### config.mk
export PLATFORM = sky130hd
export DESIGN_NAME = bird_motion_ctrl
export DESIGN_NICKNAME = d
export VERILOG_FILES = /design/src/rtl/bird_motion_ctrl.sv
export SDC_FILE = /design/constraint.sdc
export NUM_CORES = 1
export LEC_CHECK = 0
export ABC_AREA = 0
export BUFFER_PORTS_ARGS = -buffer_cell sky130_fd_sc_hd__buf_2
export CAP_MARGIN = 25
export CORE_UTILIZATION = 60
export DETAILED_ROUTE_END_ITERATION = 10
export GPL_TIMING_DRIVEN = 0
export PLACE_DENSITY = 0.85
export SYNTH_ARGS = -nofsm -noshare
export SYNTH_HDL_FRONTEND = slang
export SYNTH_SLANG_ARGS = --single-unit
### constraint.sdc
create_clock -name clk -period 7.4 [get_ports clk]
set_clock_uncertainty 0.15 [all_clocks]
set_input_delay 0.37 -clock clk [delete_from_list [all_inputs] [get_ports clk]]
set_output_delay 0.37 -clock clk [all_outputs]
set_load 0.01 [all_outputs]
### src/rtl/bird_motion_ctrl.sv
// Per-frame motion controller for the bird sprite: sequences idle/play/fall/dead,
// integrates gravity and flap impulses into a vertical position and derives the
// attitude code from the vertical velocity.
//
// state | meaning
// IDLE  | waiting for game_start, height parked at H_START
// PLAY  | gravity + flaps applied once per frame
// FALL  | post-collision drop, gravity only
// DEAD  | on the floor, game_over high, sprite blinks every 16 frames
module bird_motion_ctrl #(
  parameter logic [8:0] H_START = 9'd200,
  parameter logic [8:0] H_FLOOR = 9'd448,
  parameter logic [5:0] FLAP_V  = 6'd8,
  parameter logic [5:0] GRAVITY = 6'd1,
  parameter logic [5:0] V_MAX   = 6'd10
) (
  input  logic       clk,
  input  logic       rst_n,
  input  logic       frame_tick,
  input  logic       flap_btn,
  input  logic       game_start,
  input  logic       collision,
  input  logic [2:0] color_sel_in,
  output logic [8:0] bird_height,
  output logic [2:0] bird_angle,
  output logic       bird_valid,
  output logic [2:0] bird_color_select,
  output logic       game_over
);

  typedef enum logic [1:0] {
    ST_IDLE = 2'd0,
    ST_PLAY = 2'd1,
    ST_FALL = 2'd2,
    ST_DEAD = 2'd3
  } state_t;

  state_t            state;
  logic        [5:0] vel;
  logic              flap_pend;
  logic        [1:0] flap_sync;
  logic              flap_prev;
  logic              flap_edge;
  logic        [3:0] blink_cnt;

  logic signed [7:0]  grav_sum;
  logic signed [7:0]  vel_cand;
  logic signed [10:0] h_sum;
  logic        [5:0]  vel_next;
  logic        [8:0]  h_next;
  logic               hit_floor;
  logic               use_flap;

  // Attitude code from a signed 6-bit velocity (negative = climbing).
  function automatic logic [2:0] angle_of(input logic signed [5:0] v);
    logic [2:0] a;
    if (v <= -6'sd4)      a = 3'd0;
    else if (v <= -6'sd1) a = 3'd1;
    else if (v <= 6'sd2)  a = 3'd2;
    else if (v <= 6'sd5)  a = 3'd3;
    else                  a = 3'd4;
    return a;
  endfunction

  // Two-stage synchronizer on the raw button plus a delayed copy for edge detect.
  always_ff @(posedge clk or negedge rst_n) begin
    if (!rst_n) begin
      flap_sync <= 2'b00;
      flap_prev <= 1'b0;
    end else begin
      flap_sync <= {flap_sync[0], flap_btn};
      flap_prev <= flap_sync[1];
    end
  end

  assign flap_edge = flap_sync[1] & ~flap_prev;

  // Next velocity and clamped height for the current frame; collision beats a flap.
  always_comb begin
    use_flap  = (state == ST_PLAY) && !collision && flap_pend;
    grav_sum  = $signed({{2{vel[5]}}, vel}) + $signed({2'b00, GRAVITY});
    if (grav_sum > $signed({2'b00, V_MAX}))
      vel_cand = $signed({2'b00, V_MAX});
    else
      vel_cand = grav_sum;
    if (use_flap)
      vel_cand = -$signed({2'b00, FLAP_V});
    h_sum     = $signed({2'b00, bird_height}) + $signed({{3{vel_cand[7]}}, vel_cand});
    hit_floor = 1'b0;
    if (h_sum[10]) begin
      h_next   = 9'd0;
      vel_next = 6'd0;
    end else if (h_sum >= $signed({2'b00, H_FLOOR})) begin
      h_next    = H_FLOOR;
      vel_next  = 6'd0;
      hit_floor = 1'b1;
    end else begin
      h_next   = h_sum[8:0];
      vel_next = vel_cand[5:0];
    end
  end

  // Game-state sequencer with registered sprite outputs.
  always_ff @(posedge clk or negedge rst_n) begin
    if (!rst_n) begin
      state             <= ST_IDLE;
      bird_height       <= H_START;
      vel               <= 6'd0;
      bird_angle        <= 3'd2;
      bird_valid        <= 1'b1;
      bird_color_select <= 3'd0;
      game_over         <= 1'b0;
      flap_pend         <= 1'b0;
      blink_cnt         <= 4'd0;
    end else begin
      // A tick always drains the pending flap, so an edge coinciding with a tick is lost.
      if (frame_tick)
        flap_pend <= 1'b0;
      else if (flap_edge)
        flap_pend <= 1'b1;

      case (state)
        ST_IDLE: begin
          bird_height <= H_START;
          vel         <= 6'd0;
          bird_angle  <= 3'd2;
          bird_valid  <= 1'b1;
          game_over   <= 1'b0;
          if (game_start) begin
            bird_color_select <= color_sel_in;
            flap_pend         <= 1'b0;
            state             <= ST_PLAY;
          end
        end
        ST_PLAY, ST_FALL: begin
          if (frame_tick) begin
            bird_height <= h_next;
            vel         <= vel_next;
            bird_angle  <= angle_of(vel_next);
            if (hit_floor) begin
              state      <= ST_DEAD;
              game_over  <= 1'b1;
              bird_valid <= 1'b1;
              blink_cnt  <= 4'd0;
            end else if (state == ST_PLAY && collision) begin
              state <= ST_FALL;
            end
          end
        end
        ST_DEAD: begin
          if (game_start) begin
            state       <= ST_IDLE;
            bird_height <= H_START;
            vel         <= 6'd0;
            bird_angle  <= 3'd2;
            bird_valid  <= 1'b1;
            game_over   <= 1'b0;
          end else if (frame_tick) begin
            blink_cnt <= blink_cnt + 4'd1;
            if (blink_cnt == 4'd15)
              bird_valid <= ~bird_valid;
          end
        end
        default: state <= ST_IDLE;
      endcase
    end
  end

endmodule

# [After elaboration in Yosys (flattened, before gate mapping)]
# Index checks and enable logic that the tools add are counted.
[totals] reg_bits=33 in_bits=9 out_inout_bits=17
[classes] n_addsub=3 order_cmp=6 eq_ne=13 mux=44 bitwise=3 reduce_logical=13
[op_table] operator="9-bit two-way mux" n=4
[op_table] operator="9-bit case mux with 3 select lines" n=1
[op_table] operator="6-bit two-way mux" n=4
[op_table] operator="3-bit two-way mux" n=6
[op_table] operator="6-bit case mux with 3 select lines" n=1
[op_table] operator="4-bit two-way mux" n=4
[op_table] operator="8-bit two-way mux" n=2
[op_table] operator="6-bit by 3-bit less-or-equal comparator with 1-bit output, second input constant" n=2
[op_table] operator="1-bit two-way mux" n=12
[op_table] operator="2-bit != test, second input constant" n=6
[op_table] operator="10-bit by 8-bit adder with 11-bit output" n=1
[op_table] operator="11-bit by 10-bit greater-or-equal comparator with 1-bit output, second input constant" n=1
[op_table] operator="2-bit two-way mux" n=5
[op_table] operator="3-bit != test, second input constant" n=3
[op_table] operator="3-bit case mux with 3 select lines" n=1
[op_table] operator="4-bit case mux with 2 select lines" n=1
[op_table] operator="4-bit AND reduction" n=2
[op_table] operator="6-bit by 2-bit adder with 7-bit output, second input constant" n=1
[op_table] operator="7-bit by 5-bit > comparator with 1-bit output, second input constant" n=1
[op_table] operator="6-bit by 1-bit less-or-equal comparator with 1-bit output, second input constant" n=1
[op_table] operator="6-bit by 4-bit less-or-equal comparator with 1-bit output, second input constant" n=1
[op_table] operator="1-bit case mux with 3 select lines" n=2
[op_table] operator="2-bit case mux with 3 select lines" n=1
[op_table] operator="5-bit AND reduction" n=1
[op_table] operator="other kinds (13)" n=18

# [Longest topological paths before layout]
# Gate-level depths: netlist (run 1).
[logic_depth] word_depth=15 mapped_depth=18 depth_no_buf=17

# [Worst setup path after synthesis (run 1)]
# Ideal clock, no wire load.
[synth_timing] path_type="reg2reg" from="register vel[0]" to="register blink_cnt[3]" arrival_time_ps=3343 t_required_ps=7126 path_slack_ps=3783 stages_incl_launch_ff=17 n_path_buf=1 synth_period_minus_slack_ps=3617 cell_sequence="dfrtp_1 ha_1 xor2_1 nor2_1 o21ai_0 o21ai_0 and3_1 ha_1 fa_1 nand3_1 a31oi_1 o21ai_0 xnor2_1 a21oi_2 buf_6 a32o_1 a211o_1"
[synth_between] elab_chain_len=10
[synth_rtl] element="start, declared" line="39" text="logic [5:0] vel;"
[synth_rtl] element="start signal, assigned" line="138" text="vel <= vel_next;"
[synth_rtl] element="6-bit by 2-bit adder with 7-bit output (*)" line="81" text="grav_sum = $signed({{2{vel[5]}}, vel}) + $signed({2'b00, GRAVITY});"
[synth_rtl] element="7-bit by 5-bit > comparator with 1-bit output" line="82" text="if (grav_sum > $signed({2'b00, V_MAX}))"
[synth_rtl] element="8-bit two-way mux (*)" line="82"
[synth_rtl] element="8-bit two-way mux (*)" line="86" text="if (use_flap)"
[synth_rtl] element="10-bit by 8-bit adder with 11-bit output (*)" line="88" text="h_sum = $signed({2'b00, bird_height}) + $signed({{3{vel_cand[7]}}, vel_cand});"
[synth_rtl] element="11-bit by 10-bit greater-or-equal comparator with 1-bit output" line="93" text="end else if (h_sum >= $signed({2'b00, H_FLOOR})) begin"
[synth_rtl] element="1-bit two-way mux" line="93"
[synth_rtl] element="1-bit two-way mux (*)" line="90" text="if (h_sum[10]) begin"
[synth_rtl] element="2-bit != test (no line) (*)"
[synth_rtl] element="5-bit AND reduction (no line) (*)"
[synth_rtl] element="end signal, assigned" line="159" text="blink_cnt <= blink_cnt + 4'd1;"
[synth_rtl] element="end, declared" line="44" text="logic [3:0] blink_cnt;"
# Every way passes the cells marked *; elsewhere a longest branch is shown, timed or not.
# A chain may end at the register's enable or synchronous reset.

# [Worst setup path after layout (run 1)]
# Ends and elaborated chain as after synthesis.

==> results.md, run 1 <==
- The flow ran to the end, but the final reports show violations.
- The final reports fail on hold timing.
- STA puts the critical path data required time at between 7 and 8 ns.
- The largest stage delay on the critical path is about 0.46 ns.
- The number of distinct library cells after synthesis is 55.
- Buffers added to address setup during post-CTS repair amount to 0.
- 26 I/O pins were placed.
- Together, buffers and inverters on the worst path number 1.
- The post-cts gate resize count is 0.
- The maximum clock frequency is roughly 240 MHz.
- The met3 routing resource usage after global routing is under 10%.
- The share of the yosys chip area belonging to registers is a little over a third.
- For the pin with the worst max-slew slack, the measured transition is roughly 0.83 ns.
- The clock tree from TritonCTS is done.
- The cell taking the most area after synthesis is dfrtp_1.
- The region available for standard cell placement spans approximately 0.0037 mm^2.
- Routability-driven placement finished with a final weighted congestion of between 0.9 and 1.
- The first routing iteration left between 200 and 250 violations.
- The average wire per standard cell is roughly 16 um.
- In this run, synthesis produced a sequential element count of 33.
- The number of diodes is 0.
- The worst setup path is launched from a flop.
- The clock latency on the worst-skew pair is 0.29 ns.
- Dividing the final minimum period by the clock period gives 57.4%.
- Summed over all layers, the routed wires come to a little over 5000 um.
- The most prevalent standard cell on the critical path is o21ai_0.
- The average size of a mapped cell is 9.30 um^2.
- Using the TritonRoute via totals, the vias-per-cell ratio works out to just over 6.
- The synthesized netlist cell count is 246.
- The die covers between 0.004 and 0.005 mm^2.
- The total power per unit cell area is approximately 400 mW/mm^2.
- After routing, the total negative slack on setup checks comes to 0 ns.
- After synthesis, the largest area contributor takes up between 30% and 40% of total cell area.
- The CTS sink count is 33.
- The wire-length estimate of the detail-placed layout is 3590 um.
- The total number of H-tree levels is 2.
- Counting instances in the post-synthesis netlist gives the leading cell types as dfrtp_1 (28), nand2_1 (23), o21ai_0 (21).
- The final hold slack is -0.0238 ns.
- Setup violations remaining at the end of the flow were counted as 0.
- Grouping stages by cell kind, the critical path spends the most delay in compound AO/OA/AOI/OAI gates.
- After synthesis, the share of flip-flops with an asynchronous set or reset is 100%.
- The first detailed-routing pass ran for 5 iterations.
- The first global-routing pass estimated 8720 um of wire.
- Buffers placed on the I/O ports in this run total 25.
- For this run, the number of standard cells in the final layout without fillers is roughly 330.
- For this run, global-route usage on met2 was measured as 42.4%.
- For this design the static power due to leakage is between 1 and 1.5 nW.
- The number of max-cap violations is 0.
- Measured along the y axis, the die boundary spans roughly 64 um.
- The effective utilization at floorplan is approximately 62%.
- The critical path is of the flop to flop type.
- Compared with the post-synthesis result, the final layout area differs by 13.2%.
- The standard cell with the maximum stage delay on the critical path is dfrtp_1.
- The library cell with the highest instance count after synthesis is dfrtp_1.
- STA classifies the critical path endpoint as a flop.
- The count of nets left with antenna violations once routing finished came out at 0.
- The final count of hold timing violations is 19.
- Clock-pin slew was measured on the worst setup and hold paths at 0.08 ns.
- The minimum setup slack in the final design is 3.15 ns.
- The routing layer with the top usage in global route is met2.
- The number of global-route vias before repair came to roughly 1800.
- VDD sags by at most 0.000254 V.
- Cells fill a little over two thirds of the core in the end.
- The number of buffers inserted during clock tree synthesis is 5.
- The overall die width is about 64 um.
- For this run, design rule violations remaining after detail routing come to 0.
- The count of final max-slew check failures came to 0.
- The number of nets handed over by synthesis was 273.
- The maximum buffer depth of the clock tree is 2.
- Of all nets on the critical path, the largest fanout is 10.
- The cell chosen for the clock root is clkbuf_8.
- In this run the cell area of the synthesized design comes to around 0.0023 mm^2.
- For this run, the number of Yosys warnings is 0.
- In this run the core area contains 22 standard-cell rows.
- Setup repair after global routing left no endpoint under its margin.
- The worst slew margin relative to its limit is 44.4%.
- The largest net degree at the start of global routing is 34.
- Counting the fill cells in the layout gives between 200 and 300.
- After synthesis, the cell types taking the most area are dfrtp_1 (31%), ha_1 (9.3%), dfstp_2 (5.7%), o21ai_0 (4.6%), a22o_1 (3.8%).
- Across every metal layer, demand over resource in global routing totals approximately 28%.
- The signal on the critical path passes through ha_1 > xor2_1 > nor2_1 > o21ai_0 > o21ai_0 > and3_1 > ha_1 > fa_1 > nand3_1 > a31oi_1 > o21ai_0 > xnor2_1 > a21oi_2 > buf_6 > a32o_1 > a211o_1.
- Counting I/O delays and the setup requirement, the final critical path takes between 4 and 5 ns.
- The arrival time of the worst setup path is around 4.3 ns.
- The total via count in the routed design is a little over 2000.
- The total placed cells including tap cells is 319.
- The dominant synthesized flop cell is dfrtp_1.
- The met1 demand-to-capacity share in global routing is between 30 and 40%.
- The number of synthesized flops with an enable pin is 0.
- The total overflow left after global routing is 0.
- The type of the most critical hold path is primary input to asynchronous set/reset pin.
- The initial antenna violation count is 0.
- For this design, the CTS-stage hold fixing added 0 buffers.
- Cells with a size suffix above 1 make up roughly a fifth of the layout.
- The final-stage net count is slightly above 300.
- The worst slack at placement is ~3.3 ns.
[flip-flops by register name (all words and copies together) (netlist names)]
register,count
blink_cnt,4
bird_valid,1
vel,6
game_over,1
state,2
flap_prev,1
flap_pend,1
bird_color_select,3
bird_angle,3
flap_sync,2
bird_height,9
[where the power goes]
group | internal [mW] | switching [mW]
clock | 0.110 | 0.0685
sequential | 0.250 | 0.0530
combinational | 0.233 | 0.341
[metal layers]
layer,part of all wire [%],routed length [um]
met1,46,2340
met4,0.90,46
met5,0,0
met2,47,2400
met3,6.7,342
[path summary, 6_finish.rpt]
check / startpoint / to / slack [ns] / cells past startpoint
setup reg to reg: vel[0] / blink_cnt[3] / 3.15 / 16
hold reg to reg: flap_sync[0] / flap_sync[1] / 0.21 / 0
hold / removal: rst_n / blink_cnt[0] / -0.02 / 1
max in group asynchronous: rst_n / flap_sync[1] / 6.64 / 1
min in group clk: flap_btn / flap_sync[0] / 0.04 / 1
setup / recovery: vel[0] / blink_cnt[3] / 3.15 / 16
[logic make-up (layout without fill, tap and decap cells)]
kind of cell / after synthesis / in the layout / synth area share, %
xor+xnor: 12 / 12 / 4.60
fa+ha+maj: 18 / 18 / 10.2
buf+inv: 23 / 56 / 4.76
flops: 33 / 33 / 36.4
mux: 6 / 6 / 2.84
simple gates: 78 / 78 / 17.6
compound gates: 76 / 76 / 23.6
[layout make-up]
cell class              count  area [um^2]  area share [%]
clock buffers               7         86.3            3.33
well taps                  48         60.1            2.32
repair buffers             25          125            4.83
clock inverters             1         30.0            1.16
flip-flops and latches     33          832            32.1
multi-input cells         190         1350            52.0
inverters                  15         56.3            2.17
plain buffers               8         52.6            2.03
[stage by stage]
stage | power [mW] | area, um^2
floorplan | 0.718 | 2290
global placement | 0.843 | 2470
detailed placement | 0.863 | 2470
CTS | 1.05 | 2590
global route | 1.13 | 2590
finish | 1.05 | 2590
[placed cells by master, fill, tap and decap left out, types with 2 or more instances in the layout]
| cell type | count |
|---|---|
| and2b_1 | 2 |
| dfstp_2 | 5 |
| clkbuf_1 | 3 |
| nand3b_1 | 2 |
| ha_1 | 17 |
| nor2_1 | 16 |
| mux2i_1 | 2 |
| a32o_1 | 2 |
| o22a_1 | 2 |
| a22oi_1 | 3 |
| a31oi_1 | 2 |
| xor2_1 | 8 |
| nand4_1 | 4 |
| xnor2_1 | 4 |
| inv_1 | 15 |
| a22o_1 | 10 |
| dfrtp_1 | 28 |
| nor4_1 | 3 |
| mux2_2 | 4 |
| and2_1 | 2 |
| nand3_1 | 10 |
| buf_6 | 2 |
| nor2b_1 | 2 |
| a211oi_1 | 3 |
| a21oi_1 | 16 |
| and2_4 | 2 |
| o21ai_0 | 21 |
| buf_2 | 28 |
| clkbuf_8 | 6 |
| nand2_1 | 23 |
| o21ai_2 | 2 |
| and3_1 | 4 |
| a21o_1 | 2 |
No activity file was read; power rests on OpenSTA's default activity.
==> run 2: changes to the inputs <==
Settings changed: ABC_AREA 0 to 1, CORE_UTILIZATION 60 to 53, PLACE_DENSITY 0.85 to 0.79.
Clock period 7.4 ns to 3.89 ns, I/O delays scaled along.
==> results.md, run 2 <==
- Status: finished clean (was finished with violations).
- The largest net degree at the start of global routing is 34 (unchanged).
- The post-layout total power is 2.08 mW (was 1.05 mW).
- The clock transition at the register clock pins on the worst setup and hold paths after CTS was 0.07 ns (was 0.08 ns).
- The topmost layer with routed signal wires is met4 (unchanged).
- Commonest non-fill, non-tap cells in the layout: nand2_1 (89), inv_1 (46), dfrtp_1 (27) (was buf_2 (28), dfrtp_1 (28), nand2_1 (23)).
- The share of Yosys cell area claimed by the top area cell type came to 29.3% (was 30.6%).
- The final-report setup violation count is 0 (unchanged).
- The overall routing resource usage is 23.4% (was 27.8%).
- The largest stage delay on the critical path came to 0.44 ns (was 0.46 ns).
- Ranking of synthesized cells by instance count: nand2_1 (95), inv_1 (47), dfrtp_1 (28) (was dfrtp_1 (28), nand2_1 (23), o21ai_0 (21)).
- The cell taking the most area after synthesis is dfrtp_1 (unchanged).
- The library cell with the highest instance count after synthesis is nand2_1 (was dfrtp_1).
- The leakage power figure is 1.52 nW (was 1.25 nW).
- The proportion of register bits with asynchronous set or reset after synthesis is 100% (unchanged).
- The maximum buffer depth of the clock tree is 2 (unchanged).
- The number of ports placed on the die boundary is 26 (unchanged).
- The number of synthesized flops with an enable pin is 0 (unchanged).
- The most common cell after layout, fill and taps aside is nand2_1.
- The final antenna-violating net count was 0 (unchanged).
- The final critical-path required period is 3.70 ns (was 4.25 ns).
- The clock tree from TritonCTS is done (unchanged).
- The total via count in the routed design is 2182 (was 2024).
- The total number of H-tree levels came to 2 (unchanged).
- The average wire per standard cell was 13.8 um (was 15.7 um).
- The total iterations of the first detailed-routing run is 4 (was 5).
- The number of violations reported at the end of detailed-routing iteration 0 is 121 (was 205).
- Cells taking the most area after synthesis: dfrtp_1 (29%), nand2_1 (15%), ha_1 (8.9%), inv_1 (7.4%), dfstp_2 (5.5%) (was dfrtp_1 (31%), ha_1 (9.3%), dfstp_2 (5.7%), o21ai_0 (4.6%), a22o_1 (3.8%)).
- The CTS sink count is 33 (unchanged).
- The met3 wire length is 202 um (was 342 um).
- The dominant synthesized flop cell was dfrtp_1 (unchanged).
- The average size of a mapped cell was 7.60 um^2 (was 9.30 um^2).
- The relative area change from synthesis to final layout is 20.4% (was 13.2%).
- The maximum clock frequency came to 270 MHz (was 235 MHz).
- The kind of capture point of the worst setup path is a flop (unchanged).
- The arrival time of the worst setup path is 3.77 ns (was 4.28 ns).
- The final non-filler cell area was 0.00288 mm^2 (was 0.00259 mm^2).
- The flip-flop count of the largest register, all copies and words added is 9 (unchanged).
- The worst endpoint required time is 3.95 ns (was 7.44 ns).
- The maximum fanout along the worst path is 7 (was 10).
- The number of max-cap violations is 0 (unchanged).
- The number of buffers inserted during clock tree synthesis came to 5 (unchanged).
- The synthesized netlist cell count is 315 (was 246).
- The share of the yosys chip area belonging to registers is 34.7% (was 36.4%).
- Critical-path cell list: ha_4 > or2_2 > nand2_1 > nand3_2 > nand3_2 > nand2_4 > nand3_4 > inv_1 > ha_4 > fa_2 > nand3_2 > nand2_2 > nand2_1 > nand2_1 > nand2_2 > nand2_2 > nand2_1 > nand2_4 > a21oi_4 > inv_2 > nand2_1 > o31ai_1 > o21ai_0 > o21ai_1 (was ha_1 > xor2_1 > nor2_1 > o21ai_0 > o21ai_0 > and3_1 > ha_1 > fa_1 > nand3_1 > a31oi_1 > o21ai_0 > xnor2_1 > a21oi_2 > buf_6 > a32o_1 > a211o_1).
- The number of global-route vias before repair is 2070 (was 1777).
- The initial antenna violation count came to 0 (unchanged).
- The global placer's final weighted congestion is 0.854 (was 0.935).
- The HPWL after detailed placement is 4080 um (was 3590 um).
- The kind of start point of the critical path is a flop (unchanged).
- The placeable core area came to 0.00435 mm^2 (was 0.00366 mm^2).
- The share of post-route cells with drive strength above 1 is 26.1% (was 21.1%).
- The cell class contributing the biggest share of worst-path delay was simple AND/OR/NAND/NOR gates (was compound AO/OA/AOI/OAI gates).
- The chip height is 69.2 um (was 63.7 um).
- The total cell area at the placement stage is 0.00258 mm^2 (was 0.00247 mm^2).
- The count of final max-slew check failures is 0 (unchanged).
- The final clock period utilization by the worst path is 95.2% (was 57.4%).
- The total overflow reported by the global router came to 0 (unchanged).
- The share of the core filled with cells in the final layout is 66.2% (was 70.7%).
- The count of unresolved DRC violations after routing is 0 (unchanged).
- The filler cell count is 368 (was 287).
- The number of core rows is 24 (was 22).
- The final-stage net count is 386 (was 305).
- The pin slew with the least headroom to its limit is 0.766 ns (was 0.834 ns).
- The type of the most critical hold path was primary input to flop (was primary input to asynchronous set/reset pin).
- The final routed wirelength across all metal layers came to 5670 um (was 5130 um).
- The number of warning messages in the yosys log was 0 (unchanged).
- The total buffers and inverters traversed by the critical path is 2 (was 1).
- The floorplan die area is 0.00479 mm^2 (was 0.00406 mm^2).
- The total placed cells including tap cells is 392 (was 319).
- The final count of hold timing violations is 0 (was 19).
- The number of distinct library cells after synthesis is 35 (was 55).
- The effective utilization at floorplan came to 55.0% (was 62.5%).
- The routed via count divided by cell count was 5.30 (was 6.19).
- The routed wire length on met2 is 2860 um (was 2400 um).
- The most prevalent standard cell on the critical path is nand2_1 (was o21ai_0).
- The post-synth net total is 342 (was 273).
- The worst setup path category is flop to flop (unchanged).
- The number of flip-flops and latches in the synthesized netlist came to 33 (unchanged).
- The overall die width is 69.2 um (was 63.7 um).
- The post-synthesis instance area came to 0.00239 mm^2 (was 0.00229 mm^2).
- The standard cell with the maximum stage delay on the critical path is dfrtp_2 (was dfrtp_1).
- The highest ir drop seen on vdd was 0.000432 V (was 0.000254 V).
- The total power per unit cell area is 720 mW/mm^2 (was 408 mW/mm^2).
- The count of buffers inserted at the top-level ports was 25 (unchanged).
- The wire length on met1 is 2540 um (was 2340 um).
- The clock latency on the worst-skew pair is 0.29 ns (about the same).
- The register bank with the most flops is bird_height (unchanged).
- The number of diodes was 0 (unchanged).
- The number of standard cells in the final layout excluding fillers was 412 (was 327).
- The cell chosen for the clock root is clkbuf_8 (unchanged).
- Top flop regs: bird_height (9), vel (6), blink_cnt (4) (unchanged).
- The first-pass GRT wire length is 9050 um (was 8720 um).
- The worst slew margin relative to its limit is 48.9% (was 44.4%).
run 2: cell count changes after synthesis, moves of 4 or more:
cell	previous run	this run
a21oi_1	16	8
a22o_1	10	0
inv_1	15	47
nand2_1	23	95
nand2_2	0	4
nand3_1	10	21
nand3_2	0	4
o21ai_0	21	15
o22ai_1	1	5
o31ai_1	0	4
xor2_1	8	3
run 2: metrics by stage:
| stage | setup slack, ns | hold WS (ns) | setup TNS (ns) |
|---|---|---|---|
| after global routing | -0.0744 | 0.134 | -0.132 |
| after floorplan | 0.376 | -0.251 | 0 |
| after CTS | 0.0419 | 0.00161 | 0 |
| after global placement | -0.0976 | 0.152 | -0.364 |
| after detailed placement | -0.142 | 0.155 | -1.20 |
| final | 0.186 | 0.117 | 0 |
run 2: logic make-up after synthesis:
group | after synthesis | synth area share, %
xor+xnor | 7 | 2.56
compound gates | 39 | 9.98
fa+ha+maj | 18 | 9.72
simple gates | 163 | 33.2
mux | 3 | 1.41
buf+inv | 52 | 8.36
flops | 33 | 34.7
run 2: final timing paths:
| path | slack [ns] | endpoint | depth (start not counted) | startpoint |
|---|---|---|---|---|
| max | 0.19 | bird_valid | 24 | vel[0] |
| min | 0.12 | flap_pend | 3 | frame_tick |
| max reg2reg | 0.19 | bird_valid | 24 | vel[0] |
| min reg2reg | 0.20 | flap_sync[1] | 0 | flap_sync[0] |
| max in group asynchronous | 2.69 | vel[0] | 2 | rst_n |
| min in group asynchronous | 0.37 | vel[3] | 2 | rst_n |
run 2: layout make-up:
type | count | area [um^2] | share of cell area (%)
repair buffers | 37 | 228 | 7.90
inverters | 51 | 196 | 6.81
plain buffers | 1 | 3.75 | 0.130
well taps | 52 | 65.1 | 2.26
clock inverters | 1 | 30.0 | 1.04
flip-flops and latches | 33 | 833 | 28.9
multi-input cells | 230 | 1440 | 50.0
clock buffers | 7 | 86.3 | 2.99
run 2: what timing repair did:
item / 4_1_cts / 5_1_grt
setup buffers: 4 / 3
endpoints found under the setup margin: 19 / 20
hold buffers: 4 / 1
resized for setup: 4 / 16
pin swaps: 0 / 11
hold endpoints to repair: 31 / 1
run 2: where the power goes:
| group | internal (mW) | leakage, nW | switching (mW) |
|---|---|---|---|
| logic | 0.450 | 1.04 | 0.749 |
| clock network | 0.209 | 0.0585 | 0.130 |
| registers | 0.459 | 0.417 | 0.0792 |
| total | 1.12 | 1.52 | 0.959 |
run 2: metal layers:
layer | vias up | track usage, %
met5 | - | 0
met3 | 8 | 4.07
li1 | 1101 | -
met4 | 0 | 6.80
met2 | 48 | 41.6
met1 | 1025 | 29.0
run 2: worst register-to-register path: stages (launching register included):
cell and delay (ns):
dfrtp_2 0.44, ha_4 0.26, or2_2 0.27, nand2_1 0.09
nand3_2 0.07, nand3_2 0.10, nand2_4 0.10, nand3_4 0.09
inv_1 0.08, ha_4 0.18, fa_2 0.39, nand3_2 0.08
nand2_2 0.08, nand2_1 0.09, nand2_1 0.08, nand2_2 0.11
nand2_2 0.08, nand2_1 0.11, nand2_4 0.09, a21oi_4 0.24
inv_2 0.09, nand2_1 0.10, o31ai_1 0.10, o21ai_0 0.08
o21ai_1 0.08
